<file path="config.mk">
export PLATFORM = sky130hd
export DESIGN_NAME = fifo_stream_reader
export DESIGN_NICKNAME = d
export VERILOG_FILES = /design/src/rtl/fifo_stream_reader_pkg.sv /design/src/rtl/fifo_stream_reader_skid_buf.sv /design/src/rtl/fifo_stream_reader.sv
export SDC_FILE = /design/constraint.sdc
export NUM_CORES = 1
export LEC_CHECK = 0
export BUFFER_PORTS_ARGS = -buffer_cell sky130_fd_sc_hd__buf_2
export CAP_MARGIN = 10
export CORE_ASPECT_RATIO = 1.4
export CORE_MARGIN = 1.5
export CORE_UTILIZATION = 49
export CTS_CLUSTER_DIAMETER = 150
export DETAILED_ROUTE_END_ITERATION = 10
export MAX_ROUTING_LAYER = met4
export PLACE_DENSITY_LB_ADDON = 0.12
export SLEW_MARGIN = 10
export SYNTH_ARGS = -nofsm -noshare
export SYNTH_HDL_FRONTEND = slang
export SYNTH_SLANG_ARGS = --single-unit
</file>
<file path="constraint.sdc">
create_clock -name clk -period 2 [get_ports clk]
set_input_delay 0.2 -clock clk [delete_from_list [all_inputs] [get_ports clk]]
set_output_delay 0.2 -clock clk [all_outputs]
set_load 0.01 [all_outputs]
</file>
<file path="src/rtl/fifo_stream_reader_pkg.sv">
// Shared types and helpers for the FIFO read-side stream controller.
package fifo_stream_reader_pkg;

    localparam int DEF_FIFO_WIDTH = 16;
    localparam int SKID_DEPTH     = 2;

    typedef logic [DEF_FIFO_WIDTH-1:0] fifo_word_t;

    typedef enum logic [1:0] {
        RD_IDLE   = 2'd0,
        RD_STREAM = 2'd1,
        RD_FLUSH  = 2'd2
    } reader_state_e;

    // True when a read issued now still fits once it lands: occ + pending - pop < SKID_DEPTH.
    function automatic logic skid_has_room(input logic [1:0] occ,
                                           input logic       pending,
                                           input logic       pop);
        return (({1'b0, occ} + {2'b00, pending}) < (3'(SKID_DEPTH) + {2'b00, pop}));
    endfunction

endpackage

</file>
<file path="src/rtl/fifo_stream_reader_skid_buf.sv">
// Two-entry skid buffer; head entry is presented directly, tail holds the overflow word.
module reader_skid_buf
    import fifo_stream_reader_pkg::*;
#(
    parameter int WIDTH = 16
) (
    input  logic             clk,
    input  logic             rst_n,
    input  logic             clear_i,
    input  logic             push_i,
    input  logic             pop_i,
    input  logic [WIDTH-1:0] din_i,
    output logic [WIDTH-1:0] dout_o,
    output logic [1:0]       occ_o
);

    logic [WIDTH-1:0] head_q, head_d;
    logic [WIDTH-1:0] tail_q, tail_d;
    logic [1:0]       occ_q, occ_d;

    // Next-state for entries and occupancy; clear discards contents but keeps data regs.
    always_comb begin
        head_d = head_q;
        tail_d = tail_q;
        occ_d  = occ_q;
        if (clear_i) begin
            occ_d = 2'd0;
        end else begin
            case ({push_i, pop_i})
                2'b10: begin
                    if (occ_q == 2'd0) begin
                        head_d = din_i;
                        occ_d  = 2'd1;
                    end else if (occ_q == 2'd1) begin
                        tail_d = din_i;
                        occ_d  = 2'(SKID_DEPTH);
                    end else begin
                        occ_d = occ_q;
                    end
                end
                2'b01: begin
                    if (occ_q == 2'(SKID_DEPTH)) begin
                        head_d = tail_q;
                        occ_d  = 2'd1;
                    end else begin
                        occ_d = 2'd0;
                    end
                end
                2'b11: begin
                    // Simultaneous push/pop keeps occupancy; the new word slides in behind.
                    if (occ_q == 2'(SKID_DEPTH)) begin
                        head_d = tail_q;
                        tail_d = din_i;
                    end else if (occ_q == 2'd1) begin
                        head_d = din_i;
                    end else begin
                        head_d = din_i;
                        occ_d  = 2'd1;
                    end
                end
                default: begin
                    occ_d = occ_q;
                end
            endcase
        end
    end

    // Buffer state registers.
    always_ff @(posedge clk or negedge rst_n) begin
        if (!rst_n) begin
            head_q <= '0;
            tail_q <= '0;
            occ_q  <= 2'd0;
        end else begin
            head_q <= head_d;
            tail_q <= tail_d;
            occ_q  <= occ_d;
        end
    end

    assign dout_o = head_q;
    assign occ_o  = occ_q;

endmodule

</file>
<file path="src/rtl/fifo_stream_reader.sv">
// Read-side controller for the sync FIFO: pops words, absorbs the read latency in a
// skid buffer and re-presents them on a valid/ready stream, with flush and counters.
module fifo_stream_reader
    import fifo_stream_reader_pkg::*;
#(
    parameter int FIFO_WIDTH = 16,
    parameter int FIFO_DEPTH = 8,
    parameter int CNT_WIDTH  = 16
) (
    input  logic                  clk,
    input  logic                  rst_n,
    input  logic                  enable,
    input  logic                  flush,
    input  logic [FIFO_WIDTH-1:0] fifo_dout,
    input  logic                  fifo_empty,
    input  logic                  fifo_underflow,
    output logic                  fifo_rd_en,
    output logic [FIFO_WIDTH-1:0] m_data,
    output logic                  m_valid,
    input  logic                  m_ready,
    output logic                  flush_done,
    output logic [CNT_WIDTH-1:0]  rd_count,
    output logic                  underflow_err
);

    if (FIFO_DEPTH < 1) begin : g_depth_guard
        $error("fifo_stream_reader: FIFO_DEPTH must be at least 1");
    end

    reader_state_e        state_q, state_d;
    logic                 pending_q;
    logic                 flush_done_q, flush_done_d;
    logic [CNT_WIDTH-1:0] rd_count_q;
    logic                 underflow_err_q;

    logic [1:0]           occ_s;
    logic                 m_valid_s;
    logic                 pop_s;
    logic                 push_s;
    logic                 clear_s;
    logic                 rd_en_s;

    assign m_valid_s = (occ_s != 2'd0) && (state_q != RD_FLUSH);
    assign pop_s     = m_valid_s && m_ready;
    assign push_s    = pending_q && (state_q != RD_FLUSH);
    assign clear_s   = flush && (state_q != RD_FLUSH);

    reader_skid_buf #(.WIDTH(FIFO_WIDTH)) u_skid (
        .clk     (clk),
        .rst_n   (rst_n),
        .clear_i (clear_s),
        .push_i  (push_s),
        .pop_i   (pop_s),
        .din_i   (fifo_dout),
        .dout_o  (m_data),
        .occ_o   (occ_s)
    );

    // Read request: m_ready feeds in combinationally so a pop frees a slot the same cycle.
    always_comb begin
        rd_en_s = 1'b0;
        case (state_q)
            RD_STREAM: rd_en_s = !fifo_empty && skid_has_room(occ_s, pending_q, pop_s);
            RD_FLUSH:  rd_en_s = !fifo_empty;
            default:   rd_en_s = 1'b0;
        endcase
    end

    // State transitions; flush takes priority over enable and is ignored mid-flush.
    always_comb begin
        state_d      = state_q;
        flush_done_d = 1'b0;
        case (state_q)
            RD_IDLE: begin
                if (flush)       state_d = RD_FLUSH;
                else if (enable) state_d = RD_STREAM;
                else             state_d = RD_IDLE;
            end
            RD_STREAM: begin
                if (flush)        state_d = RD_FLUSH;
                else if (!enable) state_d = RD_IDLE;
                else              state_d = RD_STREAM;
            end
            RD_FLUSH: begin
                if (fifo_empty && !pending_q && (occ_s == 2'd0)) begin
                    state_d      = RD_IDLE;
                    flush_done_d = 1'b1;
                end else begin
                    state_d = RD_FLUSH;
                end
            end
            default: state_d = RD_IDLE;
        endcase
    end

    // Control and status registers.
    always_ff @(posedge clk or negedge rst_n) begin
        if (!rst_n) begin
            state_q         <= RD_IDLE;
            pending_q       <= 1'b0;
            flush_done_q    <= 1'b0;
            rd_count_q      <= '0;
            underflow_err_q <= 1'b0;
        end else begin
            state_q         <= state_d;
            pending_q       <= rd_en_s;
            flush_done_q    <= flush_done_d;
            rd_count_q      <= pop_s ? (rd_count_q + {{(CNT_WIDTH-1){1'b0}}, 1'b1}) : rd_count_q;
            underflow_err_q <= underflow_err_q | fifo_underflow;
        end
    end

    assign fifo_rd_en    = rd_en_s;
    assign m_valid       = m_valid_s;
    assign flush_done    = flush_done_q;
    assign rd_count      = rd_count_q;
    assign underflow_err = underflow_err_q;

endmodule

</file>
==> summary.md <==
| Metric | Value |
|---|---|
| Syn_area_per_cell | `13.82 sq um` |
| Initial antenna violation count | `0` |
| Global Route Usage Sum | `0.1749` |
| Yosys warns | `0` |
| Final Cell Area | `0.003353 sq mm` |
| Worst IR Drop VDD | `0.0006478 V` |
| Die width | `65.52 um` |
| Area after DPL | `0.003095 sq mm` |
| Die height | `90.53 um` |
| Critical setup path kind | `reg -> reg` |
| Final WL | `4859 um` |
| Gpl congestion | `0.7051` |
| Fmax | `0.4969 GHz` |
| Via count | `1745` |
| Failing checks | `negative setup slack` |
| Max incr delay on CP | `0.42 ns` |
| Leakage | `1.646 nW` |
| Inserted Clock Buffers | `5` |
| Outcome | `finished with violations` |
| Clk buf depth | `2` |
| Drt via density | `5.178` |
| Reg2Reg Capture Point | `u_skid.dout_o[1]` |
| DRT antenna net count | `0` |
| Crit start category | `flop` |
| Clk_skew | `0.005140 ns` |
| Clock Sinks | `55` |
| CP endpoint | `u_skid.dout_o[1]` |
| Least-Margin Pin Slew | `0.4802 ns` |
| Syn_nets | `224` |
| Flop2flop setup slack | `-0.01 ns` |
| Critical path's top delay family | `multiplexers` |
| Worst-path clk slew | `0.09 ns` |
| Core area | `0.005236 sq mm` |
| Share of post-route cells with drive strength above 1 | `0.5351` |
| WP data required | `2.19 ns` |
| CTS Root Cell | `clkbuf_8` |
| Num rows | `31` |
| Crit. End Element | `flop` |
| Die Area | `0.005931 sq mm` |
| Worst Path Buf+Inv | `2` |
| Setup WS pre-CTS | `0.06970 ns` |
| Layout Nets | `301` |
| Crit path time final | `2.013 ns` |
| Starting Density | `0.5121` |
| CTS tree | `yes` |
| Iteration count of the initial detailed-routing pass | `4` |
| Port Buf Inserts | `58` |
| Number of DRC markers in iteration 0 | `101` |
| Worst setup margin | `-0.01254 ns` |
| WL/cell | `14.42 um` |
| Antenna Cells | `0` |
| Synth Instances | `194` |
| Synth-to-Final Area Change | `25.06%` |
| Synth cell types | `38` |
| CP Depth | `7` |
| Hold Path Cell Cnt | `2` |
| Clk_lat worst skew | `0.30 ns` |
| Final hold violations | `0` |
| Final setup vio count | `1` |
| Max Cap Viol | `0` |
| WP data arrival | `2.20 ns` |
| Detailed Place HPWL | `3380 um` |
| R2r startpoint | `state_q[1]` |
| CP max-delay cell | `dfrtp_1` |
| PwrDens | `1124 mW/mm^2` |
| Sequential area share after synthesis | `0.5133` |
| Register bit total from synthesis | `55` |
| Hold Path Class | `in -> reg` |
| First-pass GRT wire length | `7941 um` |
| RSZ-0062 raised after global routing | `true` |
| H-tree Lvls | `2` |
| Worst-path fanout max | `16` |
| Worst-path cell chain | `ha_4, nand2b_4, buf_4, a211oi_4, buf_12, mux2_1, mux2_2` |
| Vias in the first global route | `1727` |
| # DRC | `0` |
| Register-to-Register Path Depth | `7` |
| Slew Viols, Final | `0` |
| Period utilisation layout | `1.006` |
| Relative slew slack | `0.6798` |
| Filler instances | `420` |
| Critical path startpoint | `state_q[1]` |
| Post-Syn Area | `0.002681 sq mm` |
| Largest net degree at the start of global routing | `36` |
| I/O Pins | `59` |
| Congestion Overflow GR | `0` |
## cells by family (layout without fill, tap and decap cells)
kind of cell,Yosys count,after routing,synth area share
and+or+nand+nor,41,41,0.09940
buffers and inverters,12,89,0.03173
AOI/OAI and AO/OA,14,14,0.03640
muxes,50,50,0.2375
adders and majority gates,7,7,0.03266
xor gates and xnor gates,15,15,0.04899
DFF,55,55,0.5133
## synth_stat cells
cell type | count | share of area
dfrtp_1 | 55 | 0.51
mux2_2 | 23 | 0.097
mux2_4 | 20 | 0.11
xnor2_1 | 11 | 0.036
nand2_1 | 8 | 0.011
ha_1 | 7 | 0.033
o21ai_0 | 7 | 0.013
mux2_1 | 6 | 0.025
nor2_1 | 6 | 0.0084
inv_1 | 5 | 0.0070
nand3_1 | 5 | 0.0093
nand4_1 | 4 | 0.0093
xor2_1 | 4 | 0.013
and4_1 | 3 | 0.0098
nor4b_1 | 3 | 0.0098
a21oi_1 | 2 | 0.0037
buf_4 | 2 | 0.0056
buf_6 | 2 | 0.0084
nand2b_1 | 2 | 0.0047
a211oi_4 | 1 | 0.0075
a221o_1 | 1 | 0.0037
a2bb2oi_1 | 1 | 0.0033
a31oi_1 | 1 | 0.0023
and2b_1 | 1 | 0.0028
and3_1 | 1 | 0.0023
buf_12 | 1 | 0.0075
buf_2 | 1 | 0.0019
clkbuf_1 | 1 | 0.0014
mux2i_1 | 1 | 0.0037
nand2b_4 | 1 | 0.0051
nand3_2 | 1 | 0.0037
nand3b_1 | 1 | 0.0028
nor2_4 | 1 | 0.0042
nor3_4 | 1 | 0.0061
nor3b_1 | 1 | 0.0028
nor4_2 | 1 | 0.0047
o31ai_1 | 1 | 0.0028
or2_2 | 1 | 0.0023
## timing repair
action,CTS,global route
hold buffers,1,0
pin swaps,0,4
gates resized for setup,3,10
hold endpoints to repair,20,0
setup buffers,2,8
endpoints found under the setup margin,1,1
## layout make-up
cell class / count / area (sq um) / area share
Clock buffer: 5 / 68.82 / 0.02052
Sequential cell: 55 / 1380 / 0.4116
Timing Repair Buffer: 77 / 473.0 / 0.1410
Clock inverter: 2 / 37.54 / 0.01119
Inverter: 5 / 18.77 / 0.005597
Multi-Input combinational cell: 127 / 1292 / 0.3854
Tap cell: 66 / 82.58 / 0.02463
## sequential cells by signal, indices dropped and copies added, names as in the netlist
| name | count |
|---|---|
| u_skid.tail_q | 16 |
| u_skid.dout_o | 16 |
| flush_done | 1 |
| pending_q | 1 |
| u_skid.occ_o | 2 |
| rd_count | 16 |
| underflow_err | 1 |
| state_q | 2 |
## layer usage
| layer | part of all wire | routed length (um) | vias up | track usage |
|---|---|---|---|---|
| met1 | 0.44 | 2119 | 861 | 0.2166 |
| li1 | - | - | 833 | - |
| met3 | 0.039 | 189 | 7 | 0.03491 |
| met5 | 0 | 0 | - | - |
| met4 | 0.014 | 69 | 0 | 0.05729 |
| met2 | 0.51 | 2482 | 44 | 0.2849 |
## how the worst min path moves through the flow
stage	from	to	slack, ns
after floorplan	rst_n	flush_done	-0.1
after detailed placement	rst_n	u_skid.dout_o[11]	0.19
after CTS	fifo_empty	pending_q	0.05
after global routing	fifo_empty	pending_q	0.07
after global placement	rst_n	u_skid.dout_o[11]	0.19
final	fifo_empty	pending_q	0.07
## metrics by stage
stage / std cells / total power [W] / utilization / setup TNS, ns / hold WS (ns)
final: 337 / 0.003769 / 0.6404 / -0.01254 / 0.06945
after global routing: 337 / 0.004004 / 0.6404 / -0.4152 / 0.07138
after CTS: 329 / 0.003673 / 0.6177 / 0 / 0.05317
after detailed placement: 319 / 0.002935 / 0.5912 / 0 / 0.1873
after global placement: 319 / 0.002888 / 0.5912 / 0 / 0.1855
after floorplan: 194 / 0.002496 / - / -0.1551 / -0.09559
## layout by cell type, fill, tap and decap left out, drive strengths merged, types with 6 or more instances in the layout
cell type  count
o21ai          7
nand2          8
dfrtp         55
ha             7
nand3          6
mux2          49
xnor2         11
nor2           7
buf           76
## report_power, final
| part | switching, W | internal, W |
|---|---|---|
| combinational | 0.000635 | 0.000791 |
| sequential | 0.000202 | 0.00143 |
| clock | 0.000340 | 0.000366 |
No activity file was read; power rests on OpenSTA's default activity.
